### config.mk
export PLATFORM = sky130hd
export DESIGN_NAME = alu_issue_ctrl_flat
export DESIGN_NICKNAME = d
export VERILOG_FILES = /design/src/rtl/alu_issue_ctrl_if.sv /design/src/rtl/alu_issue_ctrl.sv /design/src/flat_wrapper.sv
export SDC_FILE = /design/constraint.sdc
export NUM_CORES = 1
export LEC_CHECK = 0
export BUFFER_PORTS_ARGS = -buffer_cell sky130_fd_sc_hd__buf_4
export CORE_UTILIZATION = 40
export DETAILED_ROUTE_END_ITERATION = 8
export GPL_TIMING_DRIVEN = 0
export PLACE_DENSITY_LB_ADDON = 0.1
export SLEW_MARGIN = 10
export SYNTH_ARGS = -nofsm -noshare
export SYNTH_HDL_FRONTEND = slang
export SYNTH_SLANG_ARGS = --single-unit
### constraint.sdc
create_clock -name clk -period 5 [get_ports clk]
set_clock_uncertainty 0.1 [all_clocks]
set_input_delay 0.25 -clock clk [delete_from_list [all_inputs] [get_ports clk]]
set_output_delay 0.25 -clock clk [all_outputs]
set_load 0.02 [all_outputs]
### src/rtl/alu_issue_ctrl_if.sv
`default_nettype none
// ============================================================================
// Module   : alu_issue_ctrl_if
// Brief    : Request, ALU, result and flag-write signals of alu_issue_ctrl.
// Revision : 1.0
// ============================================================================
interface alu_issue_ctrl_if;
    logic        req_valid;
    logic        req_ready;
    logic [3:0]  req_op;
    logic        req_s;
    logic        req_wide;
    logic [31:0] req_a;
    logic [31:0] req_b;
    logic [31:0] req_a_hi;
    logic [31:0] req_b_hi;
    logic        req_shc;

    logic [31:0] alu_a;
    logic [31:0] alu_b;
    logic [3:0]  alu_op;
    logic        alu_cf;
    logic        alu_vf;
    logic        alu_shc;
    logic [31:0] alu_f;
    logic [3:0]  alu_nzcv;

    logic        res_valid;
    logic        res_ready;
    logic [31:0] res_f;
    logic [31:0] res_f_hi;
    logic        res_we;

    logic        flag_wr_en;
    logic [3:0]  flag_wr_data;
    logic [3:0]  nzcv;

    // Environment side: request source, combinational ALU, result sink, MSR writer
    modport master (
        output req_valid, req_op, req_s, req_wide, req_a, req_b, req_a_hi, req_b_hi, req_shc,
        input  req_ready,
        input  alu_a, alu_b, alu_op, alu_cf, alu_vf, alu_shc,
        output alu_f, alu_nzcv,
        input  res_valid, res_f, res_f_hi, res_we,
        output res_ready,
        output flag_wr_en, flag_wr_data,
        input  nzcv
    );

    modport slave (
        input  req_valid, req_op, req_s, req_wide, req_a, req_b, req_a_hi, req_b_hi, req_shc,
        output req_ready,
        output alu_a, alu_b, alu_op, alu_cf, alu_vf, alu_shc,
        input  alu_f, alu_nzcv,
        output res_valid, res_f, res_f_hi, res_we,
        input  res_ready,
        input  flag_wr_en, flag_wr_data,
        output nzcv
    );
endinterface
`default_nettype wire

### src/rtl/alu_issue_ctrl.sv
`default_nettype none
// ============================================================================
// Module   : alu_issue_ctrl
// Brief    : Sequences requests through the combinational ALU (one or two
//            passes), registers the result and owns the NZCV flag register.
// Revision : 1.0
// ============================================================================
module alu_issue_ctrl #(
    parameter int W = 32
) (
    input  wire logic         clk,
    input  wire logic         rst,
    alu_issue_ctrl_if.slave   bus
);

    typedef enum logic [1:0] {
        c_IDLE    = 2'd0,
        c_EXEC_LO = 2'd1,
        c_EXEC_HI = 2'd2,
        c_DONE    = 2'd3
    } state_t;

    state_t         r_state_q,     w_state_d;
    logic           r_req_ready_q, w_req_ready_d;
    logic           r_res_valid_q, w_res_valid_d;
    logic [31:0]    r_res_f_q,     w_res_f_d;
    logic [31:0]    r_res_f_hi_q,  w_res_f_hi_d;
    logic           r_res_we_q,    w_res_we_d;
    logic [3:0]     r_nzcv_q,      w_nzcv_d;
    logic [31:0]    r_alu_a_q,     w_alu_a_d;
    logic [31:0]    r_alu_b_q,     w_alu_b_d;
    logic [3:0]     r_alu_op_q,    w_alu_op_d;
    logic           r_alu_cf_q,    w_alu_cf_d;
    logic           r_alu_vf_q,    w_alu_vf_d;
    logic           r_alu_shc_q,   w_alu_shc_d;
    logic [3:0]     r_op_q,        w_op_d;
    logic           r_s_q,         w_s_d;
    logic           r_wide_q,      w_wide_d;
    logic [W-1:0]   r_a_hi_q,      w_a_hi_d;
    logic [W-1:0]   r_b_hi_q,      w_b_hi_d;
    logic [31:0]    r_f_lo_q,      w_f_lo_d;
    logic           r_z_lo_q,      w_z_lo_d;

    logic           w_is_cmp;
    logic           w_flag_upd;
    logic [3:0]     w_flag_new;

    // High pass turns carry-consuming arithmetic into its carry-chained form
    function automatic logic [3:0] f_remap_hi(input logic [3:0] op);
        case (op)
            4'b0100: f_remap_hi = 4'b0101;
            4'b0010: f_remap_hi = 4'b0110;
            4'b0011: f_remap_hi = 4'b0111;
            4'b1010: f_remap_hi = 4'b0110;
            4'b1011: f_remap_hi = 4'b0101;
            default: f_remap_hi = op;
        endcase
    endfunction

    assign w_is_cmp = (r_op_q[3:2] == 2'b10);

    always_comb begin
        w_state_d     = r_state_q;
        w_req_ready_d = r_req_ready_q;
        w_res_valid_d = r_res_valid_q;
        w_res_f_d     = r_res_f_q;
        w_res_f_hi_d  = r_res_f_hi_q;
        w_res_we_d    = r_res_we_q;
        w_alu_a_d     = r_alu_a_q;
        w_alu_b_d     = r_alu_b_q;
        w_alu_op_d    = r_alu_op_q;
        w_alu_cf_d    = r_alu_cf_q;
        w_alu_vf_d    = r_alu_vf_q;
        w_alu_shc_d   = r_alu_shc_q;
        w_op_d        = r_op_q;
        w_s_d         = r_s_q;
        w_wide_d      = r_wide_q;
        w_a_hi_d      = r_a_hi_q;
        w_b_hi_d      = r_b_hi_q;
        w_f_lo_d      = r_f_lo_q;
        w_z_lo_d      = r_z_lo_q;
        w_flag_upd    = 1'b0;
        w_flag_new    = bus.alu_nzcv;

        case (r_state_q)
            c_IDLE: begin
                if (bus.req_valid) begin
                    w_op_d        = bus.req_op;
                    w_s_d         = bus.req_s;
                    w_wide_d      = bus.req_wide;
                    w_a_hi_d      = bus.req_a_hi;
                    w_b_hi_d      = bus.req_b_hi;
                    w_alu_a_d     = bus.req_a;
                    w_alu_b_d     = bus.req_b;
                    w_alu_op_d    = bus.req_op;
                    w_alu_shc_d   = bus.req_shc;
                    // C/V are frozen here so later MSR writes cannot disturb the op
                    w_alu_cf_d    = r_nzcv_q[1];
                    w_alu_vf_d    = r_nzcv_q[0];
                    w_req_ready_d = 1'b0;
                    w_state_d     = c_EXEC_LO;
                end
            end
            c_EXEC_LO: begin
                w_f_lo_d = bus.alu_f;
                w_z_lo_d = bus.alu_nzcv[2];
                if (r_wide_q) begin
                    w_alu_a_d   = r_a_hi_q;
                    w_alu_b_d   = r_b_hi_q;
                    w_alu_op_d  = f_remap_hi(r_op_q);
                    w_alu_cf_d  = bus.alu_nzcv[1];
                    w_alu_shc_d = bus.alu_nzcv[1];
                    w_state_d   = c_EXEC_HI;
                end else begin
                    w_res_f_d     = bus.alu_f;
                    w_res_f_hi_d  = 32'd0;
                    w_res_we_d    = ~w_is_cmp;
                    w_res_valid_d = 1'b1;
                    w_flag_upd    = r_s_q | w_is_cmp;
                    w_state_d     = c_DONE;
                end
            end
            c_EXEC_HI: begin
                w_res_f_d     = r_f_lo_q;
                w_res_f_hi_d  = bus.alu_f;
                w_res_we_d    = ~w_is_cmp;
                w_res_valid_d = 1'b1;
                w_flag_upd    = r_s_q | w_is_cmp;
                w_flag_new    = {bus.alu_nzcv[3], bus.alu_nzcv[2] & r_z_lo_q, bus.alu_nzcv[1:0]};
                w_state_d     = c_DONE;
            end
            c_DONE: begin
                if (bus.res_ready) begin
                    w_res_valid_d = 1'b0;
                    w_req_ready_d = 1'b1;
                    w_state_d     = c_IDLE;
                end
            end
            default: w_state_d = c_IDLE;
        endcase

        // Internal update has priority over a coincident MSR write
        if (w_flag_upd) begin
            w_nzcv_d = w_flag_new;
        end else if (bus.flag_wr_en) begin
            w_nzcv_d = bus.flag_wr_data;
        end else begin
            w_nzcv_d = r_nzcv_q;
        end
    end

    always_ff @(posedge clk) begin
        if (rst) begin
            r_state_q     <= c_IDLE;
            r_req_ready_q <= 1'b1;
            r_res_valid_q <= 1'b0;
            r_res_f_q     <= 32'd0;
            r_res_f_hi_q  <= 32'd0;
            r_res_we_q    <= 1'b0;
            r_nzcv_q      <= 4'd0;
            r_alu_a_q     <= 32'd0;
            r_alu_b_q     <= 32'd0;
            r_alu_op_q    <= 4'd0;
            r_alu_cf_q    <= 1'b0;
            r_alu_vf_q    <= 1'b0;
            r_alu_shc_q   <= 1'b0;
            r_op_q        <= 4'd0;
            r_s_q         <= 1'b0;
            r_wide_q      <= 1'b0;
            r_a_hi_q      <= '0;
            r_b_hi_q      <= '0;
            r_f_lo_q      <= 32'd0;
            r_z_lo_q      <= 1'b0;
        end else begin
            r_state_q     <= w_state_d;
            r_req_ready_q <= w_req_ready_d;
            r_res_valid_q <= w_res_valid_d;
            r_res_f_q     <= w_res_f_d;
            r_res_f_hi_q  <= w_res_f_hi_d;
            r_res_we_q    <= w_res_we_d;
            r_nzcv_q      <= w_nzcv_d;
            r_alu_a_q     <= w_alu_a_d;
            r_alu_b_q     <= w_alu_b_d;
            r_alu_op_q    <= w_alu_op_d;
            r_alu_cf_q    <= w_alu_cf_d;
            r_alu_vf_q    <= w_alu_vf_d;
            r_alu_shc_q   <= w_alu_shc_d;
            r_op_q        <= w_op_d;
            r_s_q         <= w_s_d;
            r_wide_q      <= w_wide_d;
            r_a_hi_q      <= w_a_hi_d;
            r_b_hi_q      <= w_b_hi_d;
            r_f_lo_q      <= w_f_lo_d;
            r_z_lo_q      <= w_z_lo_d;
        end
    end

    assign bus.req_ready = r_req_ready_q;
    assign bus.res_valid = r_res_valid_q;
    assign bus.res_f     = r_res_f_q;
    assign bus.res_f_hi  = r_res_f_hi_q;
    assign bus.res_we    = r_res_we_q;
    assign bus.nzcv      = r_nzcv_q;
    assign bus.alu_a     = r_alu_a_q;
    assign bus.alu_b     = r_alu_b_q;
    assign bus.alu_op    = r_alu_op_q;
    assign bus.alu_cf    = r_alu_cf_q;
    assign bus.alu_vf    = r_alu_vf_q;
    assign bus.alu_shc   = r_alu_shc_q;

endmodule
`default_nettype wire

### src/flat_wrapper.sv
// flat-port wrapper written by rule: the top's interface ports become plain ports
module alu_issue_ctrl_flat 
#(
    parameter int W = 32
)
  (clk, rst, bus_req_valid, bus_req_op, bus_req_s, bus_req_wide, bus_req_a, bus_req_b, bus_req_a_hi, bus_req_b_hi, bus_req_shc, bus_req_ready, bus_alu_a, bus_alu_b, bus_alu_op, bus_alu_cf, bus_alu_vf, bus_alu_shc, bus_alu_f, bus_alu_nzcv, bus_res_valid, bus_res_f, bus_res_f_hi, bus_res_we, bus_res_ready, bus_flag_wr_en, bus_flag_wr_data, bus_nzcv);
  alu_issue_ctrl_if bus_i ();
  input  wire logic clk;
  input  wire logic rst;
  input wire logic [$bits(bus_i.req_valid)-1:0] bus_req_valid;
  input wire logic [$bits(bus_i.req_op)-1:0] bus_req_op;
  input wire logic [$bits(bus_i.req_s)-1:0] bus_req_s;
  input wire logic [$bits(bus_i.req_wide)-1:0] bus_req_wide;
  input wire logic [$bits(bus_i.req_a)-1:0] bus_req_a;
  input wire logic [$bits(bus_i.req_b)-1:0] bus_req_b;
  input wire logic [$bits(bus_i.req_a_hi)-1:0] bus_req_a_hi;
  input wire logic [$bits(bus_i.req_b_hi)-1:0] bus_req_b_hi;
  input wire logic [$bits(bus_i.req_shc)-1:0] bus_req_shc;
  output wire logic [$bits(bus_i.req_ready)-1:0] bus_req_ready;
  output wire logic [$bits(bus_i.alu_a)-1:0] bus_alu_a;
  output wire logic [$bits(bus_i.alu_b)-1:0] bus_alu_b;
  output wire logic [$bits(bus_i.alu_op)-1:0] bus_alu_op;
  output wire logic [$bits(bus_i.alu_cf)-1:0] bus_alu_cf;
  output wire logic [$bits(bus_i.alu_vf)-1:0] bus_alu_vf;
  output wire logic [$bits(bus_i.alu_shc)-1:0] bus_alu_shc;
  input wire logic [$bits(bus_i.alu_f)-1:0] bus_alu_f;
  input wire logic [$bits(bus_i.alu_nzcv)-1:0] bus_alu_nzcv;
  output wire logic [$bits(bus_i.res_valid)-1:0] bus_res_valid;
  output wire logic [$bits(bus_i.res_f)-1:0] bus_res_f;
  output wire logic [$bits(bus_i.res_f_hi)-1:0] bus_res_f_hi;
  output wire logic [$bits(bus_i.res_we)-1:0] bus_res_we;
  input wire logic [$bits(bus_i.res_ready)-1:0] bus_res_ready;
  input wire logic [$bits(bus_i.flag_wr_en)-1:0] bus_flag_wr_en;
  input wire logic [$bits(bus_i.flag_wr_data)-1:0] bus_flag_wr_data;
  output wire logic [$bits(bus_i.nzcv)-1:0] bus_nzcv;
  assign bus_i.req_valid = bus_req_valid;
  assign bus_i.req_op = bus_req_op;
  assign bus_i.req_s = bus_req_s;
  assign bus_i.req_wide = bus_req_wide;
  assign bus_i.req_a = bus_req_a;
  assign bus_i.req_b = bus_req_b;
  assign bus_i.req_a_hi = bus_req_a_hi;
  assign bus_i.req_b_hi = bus_req_b_hi;
  assign bus_i.req_shc = bus_req_shc;
  assign bus_req_ready = bus_i.req_ready;
  assign bus_alu_a = bus_i.alu_a;
  assign bus_alu_b = bus_i.alu_b;
  assign bus_alu_op = bus_i.alu_op;
  assign bus_alu_cf = bus_i.alu_cf;
  assign bus_alu_vf = bus_i.alu_vf;
  assign bus_alu_shc = bus_i.alu_shc;
  assign bus_i.alu_f = bus_alu_f;
  assign bus_i.alu_nzcv = bus_alu_nzcv;
  assign bus_res_valid = bus_i.res_valid;
  assign bus_res_f = bus_i.res_f;
  assign bus_res_f_hi = bus_i.res_f_hi;
  assign bus_res_we = bus_i.res_we;
  assign bus_i.res_ready = bus_res_ready;
  assign bus_i.flag_wr_en = bus_flag_wr_en;
  assign bus_i.flag_wr_data = bus_flag_wr_data;
  assign bus_nzcv = bus_i.nzcv;
  alu_issue_ctrl #(.W(W)) u_core (.clk(clk), .rst(rst), .bus(bus_i));
endmodule
After elaboration in Yosys (flattened, before gate mapping)
Cells that the tools add are included.
- flip-flop bits (word level): 247
- latch bits: 0
- bits in writable memories: 0
- memory bits (read-only): 0
- input bits: 180
- output and inout port bits: 142
- word-level logic and storage cells: 86
- memories: 0
- add/subtract/negate cells: 0
- multipliers: 0
- div/mod/pow operators: 0
- order comparisons: 0
- equal/unequal tests: 13
- shift operators: 0
- multiplexer cells: 36
- bitwise operators: 3
- reductions and logical operators: 14
- operators by type and width (kind ; count):
    case mux 32 bit (2 select lines) ; 4
    2-to-1 mux 32 bit ; 6
    2-to-1 mux 4 bit ; 4
    case mux 4 bit (3 select lines) ; 1
    2-to-1 mux 1 bit ; 10
    case mux 1 bit (2 select lines) ; 5
    AND reduction 3 bit ; 3
    == test 4 x 2 -> 1 bit, second input constant ; 2
    == test 4 bit, second input constant ; 2
    case mux 2 bit (4 select lines) ; 1
    case mux 4 bit (2 select lines) ; 1
    nonzero test 2 bit ; 4
    == test 2 bit, second input constant ; 3
    != test 2 bit, second input constant ; 3
    AND reduction 2 bit ; 3
    == test 4 x 3 -> 1 bit, second input constant ; 1
    2-to-1 mux 2 bit ; 2
    OR reduction 2 bit ; 2
    2-to-1 mux 3 bit ; 1
    case mux 1 bit (3 select lines) ; 1
    nonzero test 3 bit ; 1
    == test 2 x 1 -> 1 bit, second input constant ; 1
    logical NOT 2 bit ; 1
    != test 2 x 1 -> 1 bit, second input constant ; 1
    3 further kinds ; 3

Longest topological paths before layout
- word-level depth: 5
- mapped depth: 9
- depth with buffers taken out: 6

Worst setup path before layout
No wires, ideal clock.
- path type: reg-to-reg
- start: register u_core.r_state_q[1]
- end: register u_core.r_res_f_q[0], in the netlist u_core.bus.res_f[0]
- library setup time: 0.138 ns
- arrival: 1.582 ns
- required time: 4.762 ns
- path slack: 3.180 ns
- stages on the path, launching flop included: 8
- buffers on the path: 3
- period minus slack after synthesis: 1.820 ns
- cells stage by stage: dfxtp_1 > inv_1 > ha_1 > and2_1 > buf_2 > buf_2 > buf_1 > a211oi_1
- cells in the longest elaborated chain, start to end: 3
- elaborated cells on any way between the ends: 6
- those cells by class: 3 x eq/ne; 1 x mux; 2 x reduce/logical
- ends and longest elaborated chain (what ; RTL line ; text):
    from (decl) ; alu_issue_ctrl.sv:23 ; state_t r_state_q, w_state_d;
    from (signal assigned) ; alu_issue_ctrl.sv:154 ; r_state_q <= c_IDLE;
    from (signal assigned) ; alu_issue_ctrl.sv:175 ; r_state_q <= w_state_d;
    == test 2 x 1 -> 1 bit / == test 2 bit (equally long branches) ; alu_issue_ctrl.sv:85 ; case (r_state_q)
    != test 2 bit (no source line) / nonzero test 2 bit (equally long branches) ; - ;
    AND reduction 2 bit (no source line) ; - ;
    to (signal assigned) ; alu_issue_ctrl.sv:178 ; r_res_f_q <= w_res_f_d;
    to (decl) ; alu_issue_ctrl.sv:26 ; logic [31:0] r_res_f_q, w_res_f_d;
Parallel ways exist; a longest one is shown, timed or not.
A chain may end at the register's enable or synchronous reset.

Final worst setup path
- start: register u_core.r_state_q[1]
- end: register u_core.r_nzcv_q[0], in the netlist u_core.bus.nzcv[0]
- cells in the longest elaborated chain, start to end: 3
- elaborated cells on any way between the ends: 5
- those cells by class: 2 x eq/ne; 2 x mux; 1 x reduce/logical
- ends and longest elaborated chain (what ; RTL line ; text):
    == test 2 bit / == test 2 x 1 -> 1 bit (equally long branches) ; alu_issue_ctrl.sv:85 ;
    case mux 1 bit (2 select lines) (*) ; alu_issue_ctrl.sv:85 ;
    2-to-1 mux 4 bit / nonzero test 2 bit (equally long branches) ; - ;
    to (signal assigned) ; alu_issue_ctrl.sv:181 ; r_nzcv_q <= w_nzcv_d;
    to (decl) ; alu_issue_ctrl.sv:29 ; logic [3:0] r_nzcv_q, w_nzcv_d;
Every way passes the cells marked *; elsewhere a longest branch is shown, timed or not.

==> flow_metrics.tcl <==
set metrics [dict create \
    grt_overflow_total 0 \
    critPathRequiredTime_ps 5380 \
    cpPeakStageDelay_ps 600 \
    dp_hpwl_mm 22.19 \
    setup_viol 0 \
    status "completed" \
    final_cell_mix "324 x buf_4, 247 x dfxtp_1, 179 x nand2_1" \
    tritoncts "yes" \
    cap_violations 0 \
    numCtsBuffers 28 \
    gp_congestion 0.8013 \
    power_frac_seq 0.314 \
    final_nets 1784 \
    routed_wl_mm 32.48 \
    leakage_uw 0.006329 \
    worstPathBufferInverterCount 2 \
    yosysSeqAreaShare 0.5118 \
    met2_length_mm 15.77 \
    grt_usage 0.2542 \
    highest_layer "met4" \
    syn2layout_area_growth_pct 56.54 \
    io_buffers 319 \
    fin_setup_tns_ps 0 \
    final_area_um2 15120 \
    critPathLaunchType "register" \
    vias 9530 \
    tightest_slew_ps 711.7 \
    cp-startpoint "u_core.r_state_q[1]$_SDFFE_PP0P_" \
    slew_violations 0 \
    htreeDepth 1 \
    viasPerCell 4.897 \
    slowest_stage "dlygate4sd3_1" \
    worstPathArrival_ps 2760 \
    start_util 0.4092 \
    final.period_utilization 0.4761 \
    synthArstFlopShare 0 \
    ant_nets 0 \
    dieArea_um2 24780 \
    crit_type "register to register" \
    cts.root.buffer_cell "clkbuf_16" \
    min_path_type "input pin to register" \
    rsz0062_at_grt "false" \
    drc 0 \
    ff2ff_path_depth 7 \
    clock.fmax_ghz 0.4201 \
    grt_max_degree 14 \
    postSynthAreaPerCell_um2 8.971 \
    comb_power_share 0.455 \
    p_sw_uw 3530 \
    reg2reg_slack_ps 2620 \
    drt-wirelength-per-cell_um 16.69 \
    grt_pass1_vias 9509 \
    vdd_ir_drop_max_v 0.0003839 \
    grt_pass1_wl_mm 49.30 \
    ys_ff_latch 247 \
    syn-cell-area_um2 9662 \
    slew_headroom 0.5256 \
    critical_path.max_fanout 7 \
    antenna_found_initial 5 \
    drt_iter0_markers 386 \
    die_x_um 157.4 \
    critPathTopFamily "buffers and inverters" \
    finalCriticalPeriod_ps 2380 \
    drive_gt1_frac 0.2474 \
    syn-instance-count 1077 \
    insertion_delay_ps 540 \
    cts.path.max_buffers 3 \
    min_from "bus_req_a[9]" \
    cts.sinks 247 \
    hold_violations 0 \
    ys_types 27 \
    r2r-end "u_core.bus.nzcv[0]$_SDFFE_PP0P_" \
    synth-edff-count 0 \
    clkTransAtPathRegs_ps 60 \
    pwr-share-clk 0.231 \
    switching_share 0.4008 \
    die-height_um 157.4 \
    io_pins 322 \
    crit_chain "inv_1 > ha_1 > nor2b_1 > o221ai_2 > nor2_1 > a211oi_1 > dlygate4sd3_1" \
    r2r-start "u_core.r_state_q[1]$_SDFFE_PP0P_" \
    mostFrequentLayoutCell "buf_4" \
    synthFlopType "dfxtp_1" \
    syn-num-nets 1262 \
    cts_resized 0 \
    wirelength_met1_mm 13.36 \
    min_to "u_core.bus.alu_a[9]$_SDFFE_PP0P_" \
    core-area_um2 23610 \
    rows 56 \
    dpl-instance-area_um2 12460 \
    synth_warnings 0 \
    powerDensity_nw_per_um2 582.3 \
    dr_wl_met3_mm 2.274 \
    hold_depth 3 \
    p_int_uw 5277 \
    first_pass_iters 5 \
    end_kind "register" \
]
==> tightest hold or removal path: stages <==
cell and delay, ps:
buf_4 80, mux2i_1 70, a211oi_1 210
==> cell families after synthesis <==
kind of cell,share of synthesized area
AO/OA/AOI/OAI,0.1435
adder cells (fa/ha/maj),0.006475
buffers and inverters,0.04325
flip-flops,0.5118
multiplexers,0.1431
AND/OR/NAND/NOR,0.1519
==> stage by stage <==
stage          hold WS [ps]  total power (uW)  cells  worst slack (ps)    util
6_report              24.37              8807   1946              2620  0.6405
3_3_place_gp          340.3              6643   1715              2702  0.5275
5_1_grt               18.98              9365   1945              2487  0.6404
3_5_place_dp          344.3              6692   1715              2649  0.5275
2_1_floorplan         286.0              5319   1077              3180       -
4_1_cts               1.667              8853   1940              2638  0.6399
==> cells in the mapped netlist, types with 2 or more instances <==
| cell | instances | area, um2 |
|---|---|---|
| clkbuf_1 | 49 | 183.9 |
| nand3_1 | 34 | 170.2 |
| o21ai_0 | 4 | 20.02 |
| buf_2 | 28 | 140.1 |
| ha_1 | 5 | 62.56 |
| a21oi_1 | 107 | 535.5 |
| nor2_1 | 144 | 540.5 |
| buf_4 | 5 | 37.54 |
| inv_1 | 6 | 22.52 |
| a311oi_1 | 2 | 17.52 |
| dfxtp_1 | 247 | 4945 |
| nand2b_1 | 5 | 31.28 |
| buf_1 | 9 | 33.78 |
| a211oi_1 | 102 | 765.7 |
| nor2b_1 | 3 | 18.77 |
| and2_1 | 2 | 12.51 |
| nand2_1 | 179 | 671.9 |
| mux2i_1 | 137 | 1371 |
==> per-layer routing <==
layer	up-vias	GRT usage
met4	0	0.09847
met2	291	0.4461
met1	4414	0.2945
li1	4752	-
met3	73	0.06580
met5	-	0
==> worst max-delay path by stage <==
stage,end,slack [ps],cells past startpoint
after floorplan,u_core.bus.res_f[0]$_SDFFE_PP0P_,3180,7
after global placement,u_core.bus.res_f[4]$_SDFFE_PP0P_,2700,7
after detailed placement,u_core.bus.res_f[1]$_SDFFE_PP0P_,2650,7
after CTS,u_core.bus.res_f[1]$_SDFFE_PP0P_,2640,7
after global routing,u_core.bus.res_f[3]$_SDFFE_PP0P_,2490,7
final,u_core.bus.nzcv[0]$_SDFFE_PP0P_,2620,7
==> final cells by class <==
cell class              instances  area, um2
well taps                     319      399.1
diodes                          6      15.01
repair buffers                492       4126
fillers                      2015       8488
multi-input cells             733       4299
inverters                       6      22.52
clock buffers                  42      844.6
flip-flops and latches        247       4945
plain buffers                  91      395.4
clock inverters                10      77.57
==> flip-flops by register name, summed over array words and instances (netlist names), 2 cells and up <==
register / flops
u_core.r_state_q: 2
u_core.bus.alu_a: 32
u_core.r_op_q: 4
u_core.r_b_hi_q: 32
u_core.bus.alu_op: 4
u_core.bus.res_f: 32
u_core.bus.alu_b: 32
u_core.bus.nzcv: 4
u_core.bus.res_f_hi: 32
u_core.r_a_hi_q: 32
u_core.r_f_lo_q: 32
==> power by group through the flow <==
stage / Combinational (uW) / Sequential [uW] / Clock (uW)
floorplan: 2180 / 3140 / 0
global placement: 3860 / 2780 / 0
detailed placement: 3890 / 2800 / 0
CTS: 4020 / 2760 / 2070
global route: 4380 / 2820 / 2160
finish: 4010 / 2770 / 2030
==> what timing repair did <==
| item | 4_1_cts | 5_1_grt |
|---|---|---|
| buffers inserted | 0 | 0 |
| hold endpoints to repair | 237 | 0 |
| hold buffers | 173 | 0 |
| setup endpoints to repair | 0 | 0 |
Note: power is estimated with default switching activity, not from simulation.
